## src/rtl/sfp_accum.sv

```systemverilog
// Special-function accumulate stage: sums L partial-sum vectors per output with
// signed saturating lanes, optional ReLU on the output, valid/ready result port.

module sfp_lane #(
    parameter int psum_bw = 16
) (
    input  logic               first_i,
    input  logic               relu_i,
    input  logic [psum_bw-1:0] acc_i,
    input  logic [psum_bw-1:0] in_i,
    output logic [psum_bw-1:0] res_o,
    output logic [psum_bw-1:0] out_o,
    output logic               clamp_o
);
    logic [psum_bw:0]   sum;
    logic [psum_bw-1:0] sat;
    logic               clamp;

    always_comb begin
        sum   = {acc_i[psum_bw-1], acc_i} + {in_i[psum_bw-1], in_i};
        sat   = sum[psum_bw-1:0];
        clamp = 1'b0;
        // Extended sign disagreeing with the top result bit means the add left range
        if (sum[psum_bw] != sum[psum_bw-1]) begin
            clamp = 1'b1;
            sat   = sum[psum_bw] ? {1'b1, {(psum_bw-1){1'b0}}} : {1'b0, {(psum_bw-1){1'b1}}};
        end
        res_o   = first_i ? in_i : sat;
        clamp_o = ~first_i & clamp;
        out_o   = (relu_i && res_o[psum_bw-1]) ? '0 : res_o;
    end
endmodule

module sfp_accum #(
    parameter int col     = 8,
    parameter int psum_bw = 16,
    parameter int len_bw  = 4
) (
    input  logic                     clk,
    input  logic                     reset,
    input  logic                     start,
    input  logic [len_bw-1:0]        cfg_len,
    input  logic                     cfg_relu,
    input  logic                     in_valid,
    input  logic [col*psum_bw-1:0]   in_data,
    output logic                     in_ready,
    output logic                     out_valid,
    output logic [col*psum_bw-1:0]   out_data,
    input  logic                     out_ready,
    output logic                     busy,
    output logic                     ovf
);
    typedef enum logic [1:0] {IDLE, ACC, DRAIN} state_t;

    state_t                         state_q;
    logic [len_bw:0]                cnt_q, len_q, len_d;
    logic                           relu_q, ovf_q;
    logic [col-1:0][psum_bw-1:0]    acc_q, out_q;
    logic [col-1:0][psum_bw-1:0]    lane_res, lane_out;
    logic [col-1:0]                 lane_clamp;
    logic                           first, last;

    // cnt/len carry one extra bit so a length of 16 compares without wrapping
    assign len_d = (cfg_len == '0) ? {1'b1, {len_bw{1'b0}}} : {1'b0, cfg_len};
    assign first = (cnt_q == '0);
    assign last  = (cnt_q == len_q - 1'b1);

    for (genvar i = 0; i < col; i++) begin : g_lane
        sfp_lane #(.psum_bw(psum_bw)) u_lane (
            .first_i (first),
            .relu_i  (relu_q),
            .acc_i   (acc_q[i]),
            .in_i    (in_data[i*psum_bw +: psum_bw]),
            .res_o   (lane_res[i]),
            .out_o   (lane_out[i]),
            .clamp_o (lane_clamp[i])
        );
    end

    always_ff @(posedge clk) begin
        if (!reset) begin
            state_q <= IDLE;
            cnt_q   <= '0;
            len_q   <= '0;
            relu_q  <= 1'b0;
            ovf_q   <= 1'b0;
            acc_q   <= '0;
            out_q   <= '0;
        end else begin
            case (state_q)
                IDLE: if (start) begin
                    len_q   <= len_d;
                    relu_q  <= cfg_relu;
                    cnt_q   <= '0;
                    ovf_q   <= 1'b0;
                    state_q <= ACC;
                end
                ACC: if (in_valid) begin
                    acc_q <= lane_res;
                    cnt_q <= cnt_q + 1'b1;
                    if (|lane_clamp) ovf_q <= 1'b1;
                    if (last) begin
                        out_q   <= lane_out;
                        state_q <= DRAIN;
                    end
                end
                DRAIN: if (out_ready) state_q <= IDLE;
                default: state_q <= IDLE;
            endcase
        end
    end

    assign in_ready  = (state_q == ACC);
    assign out_valid = (state_q == DRAIN);
    assign busy      = (state_q != IDLE);
    assign out_data  = out_q;
    assign ovf       = ovf_q;
endmodule

```

## config.mk

```make
export PLATFORM = sky130hd
export DESIGN_NAME = sfp_accum
export DESIGN_NICKNAME = d
export VERILOG_FILES = /design/src/rtl/sfp_accum.sv
export SDC_FILE = /design/constraint.sdc
export NUM_CORES = 1
export LEC_CHECK = 0
export ABC_CLOCK_PERIOD_IN_PS = 6850
export BUFFER_PORTS_ARGS = -buffer_cell sky130_fd_sc_hd__buf_4
export CAP_MARGIN = 20
export CORE_MARGIN = 2
export CORE_UTILIZATION = 63
export DETAILED_ROUTE_END_ITERATION = 16
export PLACE_DENSITY_LB_ADDON = 0.1
export RECOVER_POWER = 50
export SKIP_LAST_GASP = 1
export SLEW_MARGIN = 5
export SYNTH_ARGS = -nofsm -noshare
export SYNTH_HDL_FRONTEND = slang
export SYNTH_SLANG_ARGS = --single-unit
```

## constraint.sdc

```tcl
create_clock -name clk -period 6.85 [get_ports clk]
set_clock_uncertainty 0.05 [all_clocks]
set_input_delay 0 -clock clk [delete_from_list [all_inputs] [get_ports clk]]
set_output_delay 0 -clock clk [all_outputs]
set_load 0.005 [all_outputs]
```

==> results of run 1 <==
## registers in the layout, indices dropped and copies added (netlist names)
signal	flops
len_q	5
acc_q	128
cnt_q	5
relu_q	1
state_q	2
out_data	128
ovf	1
## repair_timing
item / CTS / global route
endpoints found under the hold margin: 264 / 0
buffers inserted: 0 / 0
hold buffers: 145 / 0
## critical path: stages, from the launching register on
cell                       delay, ns
sky130_fd_sc_hd__dfxtp_1        0.34
sky130_fd_sc_hd__nor2b_1        0.18
sky130_fd_sc_hd__nand2_2        0.08
sky130_fd_sc_hd__clkbuf_1       2.28
sky130_fd_sc_hd__or3_1          0.35
sky130_fd_sc_hd__clkbuf_1       0.85
sky130_fd_sc_hd__nor2_1         0.38
sky130_fd_sc_hd__a22oi_1        0.27
sky130_fd_sc_hd__nor2_1         0.06
## per-stage QoR
| stage | power, uW | utilization |
|---|---|---|
| floorplan | 2440 | - |
| global placement | 2680 | 0.711 |
| detailed placement | 2710 | 0.712 |
| CTS | 4500 | 0.800 |
| global route | 4720 | 0.796 |
| finish | 4550 | 0.797 |
## path summary, 6_finish.rpt
check        slack [ns]  depth (start not counted)                         end                  startpoint
max                1.86                          8  out_data[111]$_SDFFE_PN0P_     state_q[0]$_SDFFE_PN0P_
min                0.04                          4   out_data[95]$_SDFFE_PN0P_                 in_data[95]
max reg2reg        1.86                          8  out_data[111]$_SDFFE_PN0P_     state_q[0]$_SDFFE_PN0P_
min reg2reg        0.40                          2  out_data[106]$_SDFFE_PN0P_  out_data[106]$_SDFFE_PN0P_
## layout by cell type (no fill, tap or decap), types with 49 or more instances in the layout
master,instances
sky130_fd_sc_hd__a211oi_1,60
sky130_fd_sc_hd__a21o_1,49
sky130_fd_sc_hd__a21oi_1,174
sky130_fd_sc_hd__a221oi_1,63
sky130_fd_sc_hd__buf_4,149
sky130_fd_sc_hd__clkbuf_4,104
sky130_fd_sc_hd__dfxtp_1,270
sky130_fd_sc_hd__dlygate4sd3_1,145
sky130_fd_sc_hd__ha_1,131
sky130_fd_sc_hd__inv_1,68
sky130_fd_sc_hd__nand2_1,248
sky130_fd_sc_hd__nand3_1,57
sky130_fd_sc_hd__nor2_1,204
sky130_fd_sc_hd__o21ai_0,208
sky130_fd_sc_hd__o31ai_1,84
sky130_fd_sc_hd__xnor2_1,65
## cells by family (layout without fill, tap and decap cells)
group / after synthesis / count (layout) / synth area share
AO/OA/AOI/OAI: 895 / 895 / 0.335
AND/OR/NAND/NOR: 680 / 680 / 0.169
flip-flops: 270 / 270 / 0.297
buffers and inverters: 194 / 560 / 0.0429
adder cells (fa/ha/maj): 144 / 144 / 0.102
XOR/XNOR: 98 / 98 / 0.0472
multiplexers: 10 / 10 / 0.00668
other: 0 / 1 / 0
## layer usage
| metal | track usage | vias to the layer above | part of all wire |
|---|---|---|---|
| met3 | 0.0695 | 211 | 0.090 |
| met1 | 0.471 | 9389 | 0.40 |
| li1 | - | 9287 | - |
| met2 | 0.643 | 1030 | 0.47 |
| met4 | 0.203 | 0 | 0.044 |
| met5 | 0 | - | 0 |
## cell type report
cell class,count,area (um^2),area share
antenna,1,2.50,0.000110
clock buffer,44,865,0.0380
clock inverter,13,196,0.00864
inverter,70,263,0.0116
multi-input combinational,1827,12000,0.527
sequential,270,5410,0.238
tap,384,480,0.0211
timing repair buffer,433,3540,0.156
## power groups by stage
stage	logic (uW)	clock network, uW	registers [uW]
3_5_place_dp	1020	0	1690
2_1_floorplan	760	0	1680
4_1_cts	1100	1750	1650
3_3_place_gp	993	0	1680
6_report	1130	1760	1650
5_1_grt	1240	1820	1660
==> report_table.html, run 1 <==
<table>
<tr><th>Metric</th><th>Value</th></tr>
<tr><th colspan="2">Clock tree</th></tr>
<tr><td>Later-pin clock latency in the skew report</td><td>0.57 ns</td></tr>
<tr><td>Number of buffers created by CTS</td><td>31</td></tr>
<tr><td>Number of H-tree levels</td><td>1</td></tr>
<tr><td>Clock buffer depth</td><td>3</td></tr>
<tr><td>Number of gates given a new drive strength after cts</td><td>0</td></tr>
<tr><td>Cell at the root of the clock tree</td><td>sky130_fd_sc_hd__clkbuf_16</td></tr>
<tr><td>TritonCTS clock tree</td><td>yes</td></tr>
<tr><td>Clock-pin slew reported for the worst setup and hold paths after clock tree synthesis</td><td>~0.060 ns</td></tr>
<tr><td>Number of sinks on the clock net</td><td>270</td></tr>
<tr><th colspan="2">Routing</th></tr>
<tr><td>Vias</td><td>approximately 20000</td></tr>
<tr><td>Number of iterations in the first detailed-routing pass</td><td>8</td></tr>
<tr><td>Average via count per standard cell</td><td>~6.5</td></tr>
<tr><td>Antenna Nets Post-Route</td><td>0</td></tr>
<tr><td>Number of DRC violations after detailed-routing iteration 0</td><td>1757</td></tr>
<tr><td>Sum of routed wire length over all layers</td><td>about 60000 um</td></tr>
<tr><td>Final routed DRC violation total</td><td>0</td></tr>
<tr><td>DR WL/cell</td><td>slightly below 20 um</td></tr>
<tr><th colspan="2">Synthesis</th></tr>
<tr><td>Cell type with the largest total area after synthesis</td><td>sky130_fd_sc_hd__dfxtp_1</td></tr>
<tr><td>Share of the yosys chip area belonging to registers</td><td>0.297</td></tr>
<tr><td>YS warnings</td><td>0</td></tr>
<tr><td>Register bit count reported by yosys</td><td>270</td></tr>
<tr><td>Number of cells produced by synthesis</td><td>roughly 2300</td></tr>
<tr><td>Top cell types by occurrence after synthesis</td><td>270 x sky130_fd_sc_hd__dfxtp_1, 249 x sky130_fd_sc_hd__nand2_1, 205 x sky130_fd_sc_hd__o21ai_0</td></tr>
<tr><td>Count of different cell masters after synthesis</td><td>97</td></tr>
<tr><td>Share of the synthesized area in the top cell type</td><td>0.297</td></tr>
<tr><td>Prevailing post-synth register cell</td><td>sky130_fd_sc_hd__dfxtp_1</td></tr>
<tr><td>Synth Net Count</td><td>between 2000 and 3000</td></tr>
<tr><td>Mapped cell area</td><td>~18000 um^2</td></tr>
<tr><td>Synthesized area per cell</td><td>7.94 um^2</td></tr>
<tr><td>Library cell with the highest instance count after synthesis</td><td>sky130_fd_sc_hd__dfxtp_1</td></tr>
<tr><td>Synth async-reset ratio</td><td>0</td></tr>
<tr><td>Main area contributors after synthesis</td><td>sky130_fd_sc_hd__dfxtp_1 30%, sky130_fd_sc_hd__ha_1 9.0%, sky130_fd_sc_hd__o21ai_0 5.6%</td></tr>
<tr><td>Post-synth EDFFs</td><td>0</td></tr>
<tr><th colspan="2">Power and ir drop</th></tr>
<tr><td>Switching share of power</td><td>0.308</td></tr>
<tr><td>Clock power share</td><td>0.387</td></tr>
<tr><td>Part of the total power dissipated in combinational logic</td><td>0.249</td></tr>
<tr><td>Pwr Density</td><td>between 150 and 200 nW/um^2</td></tr>
<tr><td>Peak VDD IR</td><td>0.210 mV</td></tr>
<tr><td>Static Leakage</td><td>roughly 0.0096 uW</td></tr>
<tr><td>Net switching power figure</td><td>1400 uW</td></tr>
<tr><td>Int Power</td><td>3150 uW</td></tr>
<tr><td>Sequential share of power</td><td>0.364</td></tr>
<tr><th colspan="2">Setup path</th></tr>
<tr><td>Sort of element at the start of the critical path</td><td>flop</td></tr>
<tr><td>Critical Path Fanout Max</td><td>52</td></tr>
<tr><td>Category of the critical setup timing path</td><td>reg2reg</td></tr>
<tr><td>Element type at the critical path end</td><td>flop</td></tr>
<tr><td>Data arrival time of the critical path</td><td>roughly 5.4 ns</td></tr>
<tr><td>Worst Path Required</td><td>roughly 7.2 ns</td></tr>
<tr><th colspan="2">Place</th></tr>
<tr><td>HPWL reported at the end of detailed placement</td><td>between 30000 and 40000 um</td></tr>
<tr><td>Final Wtd Congestion</td><td>around 0.95</td></tr>
<tr><td>Placed instance count</td><td>around 2800</td></tr>
<tr><td>Buffers on Ports</td><td>about 270</td></tr>
<tr><td>Placed Instance Area</td><td>about 20000 um^2</td></tr>
<tr><td>Setup slack after placement</td><td>3.26 ns</td></tr>
<tr><th colspan="2">Floorplan</th></tr>
<tr><td>Initial Utilization</td><td>0.637</td></tr>
<tr><td>Placement Rows</td><td>62</td></tr>
<tr><td>Die Width</td><td>around 170 um</td></tr>
<tr><td>Die outline height</td><td>about 170 um</td></tr>
<tr><td>I/O pin count</td><td>270</td></tr>
<tr><td>Core ar.</td><td>around 29000 um^2</td></tr>
<tr><td>Area enclosed by the die boundary</td><td>approximately 30000 um^2</td></tr>
<tr><th colspan="2">Finish</th></tr>
<tr><td>Share of cells above drive strength 1</td><td>0.133</td></tr>
<tr><td>Synthesis-to-layout area growth</td><td>25.1%</td></tr>
<tr><td>Number of standard cells in the layout, taps in and fillers out</td><td>3042</td></tr>
<tr><td>Final std cell area, no fill</td><td>approximately 23000 um^2</td></tr>
<tr><td>Fillcell total</td><td>approximately 2000</td></tr>
<tr><td>Nets@finish</td><td>~2900</td></tr>
<tr><th colspan="2">STA</th></tr>
<tr><td>Max-Slew Margin vs Limit</td><td>-1.16</td></tr>
<tr><td>Post-Route Hold Slack</td><td>0.0359 ns</td></tr>
<tr><td>Count of endpoints failing setup in the final report</td><td>0</td></tr>
<tr><td>Final count of pins violating max slew</td><td>80</td></tr>
<tr><td>Transition at the pin with the smallest max-transition slack</td><td>approximately 3.2 ns</td></tr>
<tr><td>Post-route minimum period</td><td>4.99 ns</td></tr>
<tr><td>Period utilisation layout</td><td>0.729</td></tr>
<tr><td>RSZ-0062 raised after global routing</td><td>no</td></tr>
<tr><td>Max Clock Freq</td><td>200 MHz</td></tr>
<tr><td>Final hold violations</td><td>0</td></tr>
<tr><td>Setup TNS</td><td>0 ns</td></tr>
<tr><td>Post-route worst setup slack</td><td>~1.9 ns</td></tr>
<tr><th colspan="2">Global routing</th></tr>
<tr><td>Total global routing overflow</td><td>0</td></tr>
<tr><td>Vias in the first global route</td><td>just under 20000</td></tr>
<tr><td>Pin count of the biggest net entering global routing</td><td>between 100 and 150</td></tr>
<tr><td>Global Route Usage Sum</td><td>0.384</td></tr>
<tr><td>Antenna violations before repair</td><td>1</td></tr>
<tr><td>First-pass GRT wire length</td><td>a little under 100000 um</td></tr>
<tr><th colspan="2">Hold path</th></tr>
<tr><td>Class of the most critical hold timing path</td><td>in2reg</td></tr>
<tr><th colspan="2">Run status</th></tr>
<tr><td>Run status</td><td>finished with violations</td></tr>
<tr><td>Violations in the final reports</td><td>capacitance limit, slew limit</td></tr>
<tr><th colspan="2">Flow run</th></tr>
<tr><td>Max-cap violations</td><td>2</td></tr>
</table>
Note: power is estimated with default switching activity, not from simulation.
==> run 2: changes to the inputs <==
ABC_AREA = 1   (was unset)
ABC_CLOCK_PERIOD_IN_PS = 4200   (was 6850)
CORE_UTILIZATION = 53   (was 63)
clock period = 4.2 ns   (was 6.85 ns; I/O delays follow)
==> run 2 against run 1 <==
  * The run still ends with capacitance limit, slew limit left
  * Worst hold slack got worse by 0.018 ns
  * Cell area rose by 2.1%
  * Largest cell class unchanged
  * Via count fell by 1.3%
  * Global-route usage fell by 8.4 points
  * Flip-flop and latch count did not move
==> report_table.html, run 2 <==
<table>
<tr><th>Metric</th><th>Value</th></tr>
<tr><th colspan="2">Finish</th></tr>
<tr><td>Final std cell area, no fill</td><td>23200 um^2 (was 22700 um^2)</td></tr>
<tr><td>Most frequent cells in the layout</td><td>833 x sky130_fd_sc_hd__nand2_1, 347 x sky130_fd_sc_hd__a21oi_1, 270 x sky130_fd_sc_hd__dfxtp_1 (was 270 x sky130_fd_sc_hd__dfxtp_1, 248 x sky130_fd_sc_hd__nand2_1, 208 x sky130_fd_sc_hd__o21ai_0)</td></tr>
<tr><td>Share of cells above drive strength 1</td><td>0.127 (was 0.133)</td></tr>
<tr><td>Nets@finish</td><td>3452 (was 2910)</td></tr>
<tr><td>Fillcell total</td><td>3103 (was 2012)</td></tr>
<tr><td>Synthesis-to-layout area growth</td><td>25.3% (was 25.1%)</td></tr>
<tr><td>Leading cell type in the layout, fill and taps excluded</td><td>sky130_fd_sc_hd__nand2_1 (was sky130_fd_sc_hd__dfxtp_1)</td></tr>
<tr><th colspan="2">Synthesis</th></tr>
<tr><td>Synth async-reset ratio</td><td>0 (unchanged)</td></tr>
<tr><td>Count of different cell masters after synthesis</td><td>46 (was 97)</td></tr>
<tr><td>Prevailing post-synth register cell</td><td>sky130_fd_sc_hd__dfxtp_1 (unchanged)</td></tr>
<tr><td>Cell type with the largest total area after synthesis</td><td>sky130_fd_sc_hd__dfxtp_1 (unchanged)</td></tr>
<tr><td>Number of cells produced by synthesis</td><td>2832 (was 2291)</td></tr>
<tr><td>Main area contributors after synthesis</td><td>sky130_fd_sc_hd__dfxtp_1 29%, sky130_fd_sc_hd__nand2_1 17%, sky130_fd_sc_hd__a21oi_1 9.3% (was sky130_fd_sc_hd__dfxtp_1 30%, sky130_fd_sc_hd__ha_1 9.0%, sky130_fd_sc_hd__o21ai_0 5.6%)</td></tr>
<tr><td>YS warnings</td><td>0 (unchanged)</td></tr>
<tr><td>Library cell with the highest instance count after synthesis</td><td>sky130_fd_sc_hd__nand2_1 (was sky130_fd_sc_hd__dfxtp_1)</td></tr>
<tr><td>Synthesized area per cell</td><td>6.54 um^2 (was 7.94 um^2)</td></tr>
<tr><td>Mapped cell area</td><td>18500 um^2 (was 18200 um^2)</td></tr>
<tr><td>Share of the synthesized area in the top cell type</td><td>0.292 (was 0.297)</td></tr>
<tr><td>Post-synth EDFFs</td><td>0 (unchanged)</td></tr>
<tr><td>Top cell types by occurrence after synthesis</td><td>831 x sky130_fd_sc_hd__nand2_1, 345 x sky130_fd_sc_hd__a21oi_1, 270 x sky130_fd_sc_hd__dfxtp_1 (was 270 x sky130_fd_sc_hd__dfxtp_1, 249 x sky130_fd_sc_hd__nand2_1, 205 x sky130_fd_sc_hd__o21ai_0)</td></tr>
<tr><td>Share of the yosys chip area belonging to registers</td><td>0.292 (was 0.297)</td></tr>
<tr><td>Synth Net Count</td><td>3109 (was 2568)</td></tr>
<tr><td>Register bit count reported by yosys</td><td>270 (unchanged)</td></tr>
<tr><th colspan="2">Run status</th></tr>
<tr><td>Violations in the final reports</td><td>capacitance limit, slew limit (unchanged)</td></tr>
<tr><td>Run status</td><td>finished with violations (unchanged)</td></tr>
<tr><th colspan="2">STA</th></tr>
<tr><td>Max Clock Freq</td><td>270 MHz (was 200 MHz)</td></tr>
<tr><td>Post-route minimum period</td><td>3.70 ns (was 4.99 ns)</td></tr>
<tr><td>Transition at the pin with the smallest max-transition slack</td><td>1.57 ns (was 3.24 ns)</td></tr>
<tr><td>Final hold violations</td><td>0 (unchanged)</td></tr>
<tr><td>Count of endpoints failing setup in the final report</td><td>0 (unchanged)</td></tr>
<tr><td>Period utilisation layout</td><td>0.882 (was 0.729)</td></tr>
<tr><td>Post-Route Hold Slack</td><td>0.0175 ns (was 0.0359 ns)</td></tr>
<tr><td>Setup TNS</td><td>0 ns (unchanged)</td></tr>
<tr><td>Final count of pins violating max slew</td><td>122 (was 80)</td></tr>
<tr><td>Max-Slew Margin vs Limit</td><td>-0.0446 (was -1.16)</td></tr>
<tr><td>RSZ-0062 raised after global routing</td><td>no (unchanged)</td></tr>
<tr><th colspan="2">Floorplan</th></tr>
<tr><td>Initial Utilization</td><td>0.538 (was 0.637)</td></tr>
<tr><td>Die outline height</td><td>191 um (was 174 um)</td></tr>
<tr><td>Placement Rows</td><td>68 (was 62)</td></tr>
<tr><td>I/O pin count</td><td>270 (unchanged)</td></tr>
<tr><td>Die Width</td><td>191 um (was 174 um)</td></tr>
<tr><td>Core ar.</td><td>34500 um^2 (was 28500 um^2)</td></tr>
<tr><td>Area enclosed by the die boundary</td><td>36500 um^2 (was 30200 um^2)</td></tr>
<tr><th colspan="2">Routing</th></tr>
<tr><td>Final routed DRC violation total</td><td>0 (unchanged)</td></tr>
<tr><td>Vias</td><td>19700 (was 19900)</td></tr>
<tr><td>DR WL/cell</td><td>15.2 um (was 19.8 um)</td></tr>
<tr><td>Number of iterations in the first detailed-routing pass</td><td>5 (was 8)</td></tr>
<tr><td>Average via count per standard cell</td><td>5.37 (was 6.55)</td></tr>
<tr><td>Number of DRC violations after detailed-routing iteration 0</td><td>1241 (was 1757)</td></tr>
<tr><td>Sum of routed wire length over all layers</td><td>55600 um (was 60200 um)</td></tr>
<tr><td>Antenna Nets Post-Route</td><td>0 (unchanged)</td></tr>
<tr><th colspan="2">Hold path</th></tr>
<tr><td>Hold Crit Depth</td><td>5 (was 4)</td></tr>
<tr><td>Class of the most critical hold timing path</td><td>in2reg (unchanged)</td></tr>
<tr><th colspan="2">Setup path</th></tr>
<tr><td>Ordered cell list for the critical path</td><td>inv_1, nor2_1, nand2_2, clkbuf_2, inv_6, buf_12, o21ai_0, a21oi_1, dlygate4sd3_1 (was nor2b_1, nand2_2, clkbuf_1, or3_1, clkbuf_1, nor2_1, a22oi_1, nor2_1)</td></tr>
<tr><td>Category of the critical setup timing path</td><td>reg2reg (unchanged)</td></tr>
<tr><td>Worst Path Required</td><td>4.62 ns (was 7.23 ns)</td></tr>
<tr><td>Largest stage delay, worst path</td><td>0.74 ns (was 2.28 ns)</td></tr>
<tr><td>Buffer and inverter count on the worst path</td><td>5 (was 2)</td></tr>
<tr><td>Cell depth of the worst flop-to-flop path</td><td>9 (was 8)</td></tr>
<tr><td>Cell with the biggest individual delay on the critical path</td><td>sky130_fd_sc_hd__inv_6 (was sky130_fd_sc_hd__clkbuf_1)</td></tr>
<tr><td>Data arrival time of the critical path</td><td>4.12 ns (was 5.37 ns)</td></tr>
<tr><td>Number of cells on the critical path</td><td>9 (was 8)</td></tr>
<tr><td>Critical Path Fanout Max</td><td>99 (was 52)</td></tr>
<tr><td>Element type at the critical path end</td><td>flop (unchanged)</td></tr>
<tr><td>Sort of element at the start of the critical path</td><td>flop (unchanged)</td></tr>
<tr><td>Cell family with the largest share of critical-path delay</td><td>buffers and inverters (unchanged)</td></tr>
<tr><th colspan="2">Power and ir drop</th></tr>
<tr><td>Pwr Density</td><td>341 nW/um^2 (was 200 nW/um^2)</td></tr>
<tr><td>Total power draw</td><td>7930 uW (was 4550 uW)</td></tr>
<tr><td>Static Leakage</td><td>0.0113 uW (was 0.00956 uW)</td></tr>
<tr><td>Peak VDD IR</td><td>0.300 mV (was 0.210 mV)</td></tr>
<tr><th colspan="2">Clock tree</th></tr>
<tr><td>Number of buffers created by CTS</td><td>34 (was 31)</td></tr>
<tr><td>Number of H-tree levels</td><td>2 (was 1)</td></tr>
<tr><td>Post CTS Setup Buffer Count</td><td>0 (unchanged)</td></tr>
<tr><td>Later-pin clock latency in the skew report</td><td>0.52 ns (was 0.57 ns)</td></tr>
<tr><td>Number of gates given a new drive strength after cts</td><td>0 (unchanged)</td></tr>
<tr><td>TritonCTS clock tree</td><td>yes (unchanged)</td></tr>
<tr><td>Post-CTS Hold Fix Bufs</td><td>140 (was 145)</td></tr>
<tr><td>Clock buffer depth</td><td>3 (unchanged)</td></tr>
<tr><td>Cell at the root of the clock tree</td><td>sky130_fd_sc_hd__clkbuf_16 (unchanged)</td></tr>
<tr><td>Number of sinks on the clock net</td><td>270 (unchanged)</td></tr>
<tr><td>Clock-pin slew reported for the worst setup and hold paths after clock tree synthesis</td><td>0.06 ns (about the same)</td></tr>
<tr><th colspan="2">Global routing</th></tr>
<tr><td>Antenna violations before repair</td><td>2 (was 1)</td></tr>
<tr><td>Total global routing overflow</td><td>0 (unchanged)</td></tr>
<tr><td>Pin count of the biggest net entering global routing</td><td>177 (was 104)</td></tr>
<tr><td>Vias in the first global route</td><td>19000 (was 19600)</td></tr>
<tr><td>First-pass GRT wire length</td><td>90900 um (was 96900 um)</td></tr>
<tr><td>Global Route Usage Sum</td><td>0.300 (was 0.384)</td></tr>
<tr><th colspan="2">Flow run</th></tr>
<tr><td>Max-cap violations</td><td>2 (unchanged)</td></tr>
<tr><th colspan="2">Place</th></tr>
<tr><td>Final Wtd Congestion</td><td>0.938 (was 0.954)</td></tr>
<tr><td>Placed Instance Area</td><td>20700 um^2 (was 20300 um^2)</td></tr>
<tr><td>HPWL reported at the end of detailed placement</td><td>37700 um (was 37800 um)</td></tr>
<tr><td>Buffers on Ports</td><td>269 (unchanged)</td></tr>
</table>
-- run 2: cells by family after synthesis --
kind of cell,Yosys count,share of synthesized area
AND/OR/NAND/NOR,1287,0.291
flip-flops,270,0.292
AO/OA/AOI/OAI,683,0.197
buffers and inverters,359,0.0782
adder cells (fa/ha/maj),139,0.0971
XOR/XNOR,94,0.0448
-- run 2: path summary, 6_finish.rpt --
check             slack, ns                   endpoint                     from
setup / recovery       0.50    acc_q[120]$_SDFFE_PN0P_  state_q[0]$_SDFFE_PN0P_
hold / removal         0.02  out_data[48]$_SDFFE_PN0P_              in_data[48]
setup reg to reg       0.50    acc_q[120]$_SDFFE_PN0P_  state_q[0]$_SDFFE_PN0P_
hold reg to reg        0.41           ovf$_SDFFE_PN0P_         ovf$_SDFFE_PN0P_
-- run 2: where the power goes --
part           switching, uW  total, uW  internal (uW)
Combinational           1320       2130            808
Sequential              52.2       2710           2660
Clock                   1200       3090           1890
-- run 2: cell type report --
type	instances	area, um^2	share of cell area
Antenna cell	2	5.00	0.000216
Clock buffer	44	1010	0.0436
Clock inverter	17	171	0.00738
Inverter	243	920	0.0396
Multi-Input combinational cell	2203	11700	0.502
Sequential cell	270	5410	0.233
Tap cell	455	569	0.0245
Timing Repair Buffer	423	3490	0.150
-- run 2: worst reg2reg max path, cell delays in order, from the launching register on --
cell and delay (ns):
sky130_fd_sc_hd__dfxtp_1 0.38, sky130_fd_sc_hd__inv_1 0.05, sky130_fd_sc_hd__nor2_1 0.29, sky130_fd_sc_hd__nand2_2 0.16, sky130_fd_sc_hd__clkbuf_2 0.70, sky130_fd_sc_hd__inv_6 0.75
sky130_fd_sc_hd__buf_12 0.38, sky130_fd_sc_hd__o21ai_0 0.19, sky130_fd_sc_hd__a21oi_1 0.15, sky130_fd_sc_hd__dlygate4sd3_1 0.56
-- run 2: metrics by stage --
step	util	setup WS [ns]	cells
after global placement	0.602	1.30	3453
after detailed placement	0.602	1.25	3453
after global routing	0.674	0.261	3656
final	0.674	0.496	3657
after floorplan	-	1.76	2832
after CTS	0.677	0.771	3654
-- run 2: layer usage --
metal / part of all wire / vias to the layer above / wire length (um) / GRT usage
met5: 0 / - / 0 / 0
met4: 0.032 / 0 / 1780 / 0.109
met3: 0.055 / 111 / 3060 / 0.0428
met2: 0.47 / 536 / 25900 / 0.520
met1: 0.45 / 8990 / 24800 / 0.378
li1: - / 10000 / - / -
